## src/rtl/ram_ctrl_pkg.sv

```systemverilog
// Shared types for the note/map RAM bank pair: bank ids, reader states, default widths.
// Used by both the write-side bank controller and the read-side scanner.
package ram_ctrl_pkg;

    localparam int DEF_DATA_W = 8;
    localparam int DEF_ADDR_W = 8;

    localparam logic BANK_RAM1 = 1'b0;
    localparam logic BANK_RAM2 = 1'b1;

    typedef enum logic [1:0] {
        RD_IDLE  = 2'd0,
        RD_READ  = 2'd1,
        RD_DRAIN = 2'd2,
        RD_DONE  = 2'd3
    } rd_state_t;

endpackage

```

## src/rtl/rd_skid_fifo.sv

```systemverilog
// Two-entry skid buffer; rdata is the head and is valid whenever count != 0.
// Zero-latency read, one-cycle write; the caller must never push when full.
module rd_skid_fifo #(
    parameter int W = 16
) (
    input  logic         clk,
    input  logic         resetn,
    input  logic         push,
    input  logic [W-1:0] wdata,
    input  logic         pop,
    output logic [W-1:0] rdata,
    output logic [1:0]   count
);

    logic [W-1:0] mem [2];
    logic         wr_ptr;
    logic         rd_ptr;

    always_ff @(posedge clk) begin
        if (!resetn) begin
            mem[0] <= '0;
            mem[1] <= '0;
            wr_ptr <= 1'b0;
            rd_ptr <= 1'b0;
            count  <= 2'd0;
        end else begin
            if (push) begin
                mem[wr_ptr] <= wdata;
                wr_ptr      <= ~wr_ptr;
            end
            if (pop) begin
                rd_ptr <= ~rd_ptr;
            end
            case ({push, pop})
                2'b10:   count <= count + 2'd1;
                2'b01:   count <= count - 2'd1;
                default: count <= count;
            endcase
        end
    end

    assign rdata = mem[rd_ptr];

endmodule

```

## src/rtl/double_buffer_reader.sv

```systemverilog
// Scans the read-side note RAM bank once per start and streams entries in address order.
// First word 3 cycles after start; 1 word/cycle under out_ready; at most 2 words buffered or in flight.
module double_buffer_reader
    import ram_ctrl_pkg::*;
#(
    parameter int DATA_W = DEF_DATA_W,
    parameter int ADDR_W = DEF_ADDR_W,
    parameter int DEPTH  = 160
) (
    input  logic              clk,
    input  logic              resetn,
    input  logic              start,
    input  logic              bank_sel,
    output logic              ram1_rd_en,
    output logic              ram2_rd_en,
    output logic [ADDR_W-1:0] rd_addr,
    input  logic [DATA_W-1:0] ram1_rd_data,
    input  logic [DATA_W-1:0] ram2_rd_data,
    output logic              out_valid,
    input  logic              out_ready,
    output logic [DATA_W-1:0] out_data,
    output logic [ADDR_W-1:0] out_index,
    output logic              busy,
    output logic              frame_done,
    output logic              swap_req
);

    localparam logic [ADDR_W-1:0] LAST_ADDR = ADDR_W'(DEPTH - 1);

    rd_state_t                  state;
    logic                       bank;
    logic [ADDR_W-1:0]          addr;
    logic                       inflight;
    logic [ADDR_W-1:0]          inflight_addr;
    logic [1:0]                 fifo_count;
    logic                       fifo_pop;
    logic                       issue;
    logic [2:0]                 credit_used;
    logic [DATA_W-1:0]          rd_data_mux;
    logic [DATA_W+ADDR_W-1:0]   fifo_wdata;
    logic [DATA_W+ADDR_W-1:0]   fifo_rdata;

    assign out_valid = (fifo_count != 2'd0);
    assign fifo_pop  = out_valid & out_ready;

    // The slot freed by this cycle's pop is counted as available so a steady stream has no bubbles.
    assign credit_used = {1'b0, fifo_count} - {2'b00, fifo_pop} + {2'b00, inflight};
    assign issue       = (state == RD_READ) && (credit_used < 3'd2);

    assign ram1_rd_en = issue && (bank == BANK_RAM1);
    assign ram2_rd_en = issue && (bank == BANK_RAM2);
    assign rd_addr    = addr;

    assign rd_data_mux = (bank == BANK_RAM2) ? ram2_rd_data : ram1_rd_data;
    assign fifo_wdata  = {rd_data_mux, inflight_addr};

    assign out_data   = fifo_rdata[ADDR_W +: DATA_W];
    assign out_index  = fifo_rdata[ADDR_W-1:0];
    assign busy       = (state != RD_IDLE);
    assign frame_done = (state == RD_DONE);
    assign swap_req   = (state == RD_DONE);

    always_ff @(posedge clk) begin
        if (!resetn) begin
            state         <= RD_IDLE;
            bank          <= BANK_RAM1;
            addr          <= '0;
            inflight      <= 1'b0;
            inflight_addr <= '0;
        end else begin
            inflight <= issue;
            if (issue) begin
                inflight_addr <= addr;
            end
            case (state)
                RD_IDLE: begin
                    if (start) begin
                        bank  <= bank_sel;
                        addr  <= '0;
                        state <= RD_READ;
                    end
                end
                RD_READ: begin
                    if (issue) begin
                        if (addr == LAST_ADDR) begin
                            state <= RD_DRAIN;
                        end else begin
                            addr <= addr + ADDR_W'(1);
                        end
                    end
                end
                RD_DRAIN: begin
                    // Leave once the final word has been handed over (or already was).
                    if (!inflight && (fifo_count == 2'd0 || (fifo_count == 2'd1 && fifo_pop))) begin
                        state <= RD_DONE;
                    end
                end
                RD_DONE: begin
                    addr  <= '0;
                    state <= RD_IDLE;
                end
                default: state <= RD_IDLE;
            endcase
        end
    end

    rd_skid_fifo #(
        .W (DATA_W + ADDR_W)
    ) u_skid (
        .clk    (clk),
        .resetn (resetn),
        .push   (inflight),
        .wdata  (fifo_wdata),
        .pop    (fifo_pop),
        .rdata  (fifo_rdata),
        .count  (fifo_count)
    );

endmodule
```

## config.mk

```make
export PLATFORM = sky130hd
export DESIGN_NAME = double_buffer_reader
export DESIGN_NICKNAME = d
export VERILOG_FILES = /design/src/rtl/ram_ctrl_pkg.sv /design/src/rtl/rd_skid_fifo.sv /design/src/rtl/double_buffer_reader.sv
export SDC_FILE = /design/constraint.sdc
export NUM_CORES = 1
export LEC_CHECK = 0
export BUFFER_PORTS_ARGS = -buffer_cell sky130_fd_sc_hd__buf_2
export CELL_PAD_IN_SITES_DETAIL_PLACEMENT = 1
export CELL_PAD_IN_SITES_GLOBAL_PLACEMENT = 1
export CORE_MARGIN = 2
export CORE_UTILIZATION = 32
export DETAILED_ROUTE_END_ITERATION = 8
export GPL_ROUTABILITY_DRIVEN = 0
export PLACE_DENSITY = 0.61
export REMOVE_ABC_BUFFERS = 1
export SLEW_MARGIN = 20
export SYNTH_ARGS = -nofsm -noshare
export SYNTH_HDL_FRONTEND = slang
export SYNTH_SLANG_ARGS = --single-unit
```

## constraint.sdc

```tcl
create_clock -name clk -period 3.3 [get_ports clk]
set_input_delay 0.165 -clock clk [delete_from_list [all_inputs] [get_ports clk]]
set_output_delay 0.165 -clock clk [all_outputs]
set_load 0.05 [all_outputs]
```

==> out/qor.yml <==
die:
  top_level_ports: 51
  dieArea_um2: 9220
  core_area_um2: 8220
  rows: 33
  die_w_um: 96.0
  initial_core_util_pct: 33.0
  dieHeight_um: 96.0
detailed_routing:
  ant_nets: 0
  vias: 1945
  wirelength_mm: 5.93
  via_per_inst: 4.84
  drc: 0
  routedWlPerCell_um: 14.8
  first_pass_iters: 4
  drt_iter0_drc: 51
critical_path:
  crit_family: "simple AND/OR/NAND/NOR gates"
  crit_top_cell: "and2_1"
  slowest_stage: "dfxtp_1"
  crit_type: "reg -> out"
  cp_max_fo: 5
  end_kind: "primary output"
  crit_arrival_ns: 2.90
  start_kind: "register"
  slowest_delay_ns: 0.42
  critPathRequiredTime_ns: 3.13
  crit_path_cell_trace: "inv_1, ha_1, nor2b_2, and2_1, o21ai_0, fa_1, xnor2_2, and3_2, and2_1, buf_2"
  path_buf_inv: 2
finish:
  utilization_pct: 40.3
  final_area_um2: 3310
  diodes: 0
  drive_above_1_share_pct: 29.0
  syn_to_final_growth_pct: 22.2
  layout_common_cells: "49 x buf_2, 32 x nor2_1, 32 x edfxtp_1"
  finalNetCount: 323
  fin_cells: 402
  mostFrequentLayoutCell: "buf_2"
sta:
  period_share_pct: 92.8
  relSlewSlack_pct: 47.7
  final_max_slew_viol_count: 0
  worst_slack_ns: 0.237
  skew_ns: 0.00736
  holdWs_ns: 0.0910
  setup_tns_ns: 0
  finalSetupViolCount: 0
  worst_slew_pin_slew_ns: 0.779
  period_needed_ns: 3.06
  rsz0062_at_grt: "false"
  hold_viol_final: 0
  fmax_mhz: 327
grt:
  met2_usage_pct: 23.5
  grt.met3_usage_pct: 2.98
  use_met1_pct: 17.4
  overflow: 0
  track_usage_pct: 13.8
  antenna_found_initial: 0
  grt_max_degree: 20
  grt_pass1_wl_mm: 9.75
  top_usage_layer: "met2"
  grt_pass1_vias: 1954
synth:
  synth_fa_ha_area_share_pct: 4.89
  synth_flop_cell: "edfxtp_1"
  synthSimpleGateAreaFrac_pct: 16.5
  synthArstFlopShare_pct: 0
  synth_compound_area_share_pct: 6.93
  synth_cells: 238
  muxShareOfSynthArea_pct: 13.3
  synth.yosys.seq_area_share_pct: 53.9
  synth_top_family_by_area: "simple AND/OR/NAND/NOR gates"
  synth_edf_count: 32
  ys_types: 38
  synth_area_per_cell_um2: 11.4
  synthXorXnorAreaFrac_pct: 1.62
  synth_seq_cells: 57
  syn_area_um2: 2710
  synth_warnings: 0
placed_design:
  io_buffers: 50
  dp_cells: 386
  hpwl_mm: 4.07
  dp_slack_ns: 0.348
  placed_area_um2: 3060
clocking:
  hold_buffers: 0
  htree_levels: 3
  worstSkewPairLatency_ns: 0.33
  cts-root-buf: "clkbuf_8"
  clock_sinks: 57
  cts_tree: "yes"
  cts_max_path_buffers: 2
  clk_pin_slew_ns: 0.06
  numCtsBuffers: 9
pwr:
  powerDensity_nw_per_um2: 799
  total_power_mw: 2.65
  ir_drop_mv: 0.346
  leakage_nw: 1.34
min_path:
  hold_path_class: "in -> reg"
run:
  cap_violations: 0
status:
  outcome: "completed"
per-layer routing:
layer  share of wire [%]  vias to the layer above
met5                   0                        -
met3                 4.2                        8
met4                0.89                        0
li1                    -                      966
met1                  47                      936
met2                  48                       35
cell type report:
| cell class | count | area (um^2) |
|---|---|---|
| clock inverters | 6 | 106 |
| inverters | 9 | 33.8 |
| well taps | 105 | 131 |
| clock buffers | 10 | 128 |
| fillers | 947 | 4910 |
| repair buffers | 52 | 268 |
| multi-input cells | 163 | 1180 |
| flip-flops and latches | 57 | 1460 |
sequential cells by signal, indices dropped and copies added (netlist names), named ones only:
register and cells:
u_skid.rd_ptr 1, state 2, inflight_addr 8, u_skid.wr_ptr 1
u_skid.mem 32, bank 1, rd_addr 8, u_skid.count 2
inflight 1
cells by family after synthesis:
group	count (synthesis)
AOI/OAI and AO/OA	28
xor gates and xnor gates	5
adders and majority gates	10
buffers and inverters	18
DFF	57
muxes	34
and+or+nand+nor	86
final timing paths:
path | start | end | slack, ns | cells past startpoint
max reg2reg | u_skid.count[1] | rd_addr[3] | 0.50 | 10
min | bank_sel | bank | 0.09 | 3
max | u_skid.count[1] | ram2_rd_en | 0.24 | 10
min reg2reg | state[1] | state[1] | 0.50 | 2
synth_stat cells, drive strengths merged, types with 5 or more instances:
master | instances | area share, %
nor2 | 32 | 4.4
inv | 8 | 1.1
edfxtp | 32 | 35
a21oi | 6 | 1.1
and2 | 21 | 4.8
dfxtp | 25 | 18
ha | 9 | 4.2
mux2i | 18 | 6.6
nand2 | 9 | 1.2
mux2 | 16 | 6.6
o21ai | 7 | 1.3
o311ai | 5 | 1.6
clkbuf | 5 | 0.69
nand3 | 5 | 0.92
power by group:
part / internal (mW) / total [mW] / switching (mW)
clock: 0.499 / 0.785 / 0.286
sequential: 0.838 / 0.925 / 0.0876
combinational: 0.312 / 0.936 / 0.624
total: 1.65 / 2.65 / 0.998
worst reg2reg max path, delay by kind of cell (launching register included):
family	cells	cell delay (ns)
AO/OA/AOI/OAI	4	0.98
XOR/XNOR	1	0.17
adder cells (fa/ha/maj)	2	0.64
buffers and inverters	1	0.11
flip-flops	1	0.42
AND/OR/NAND/NOR	2	0.39
repair_timing:
item,in CTS,in global routing
setup buffers,0,0
gates resized for setup,0,5
setup endpoints to repair,0,2
Power figures use the tool's default switching activity.
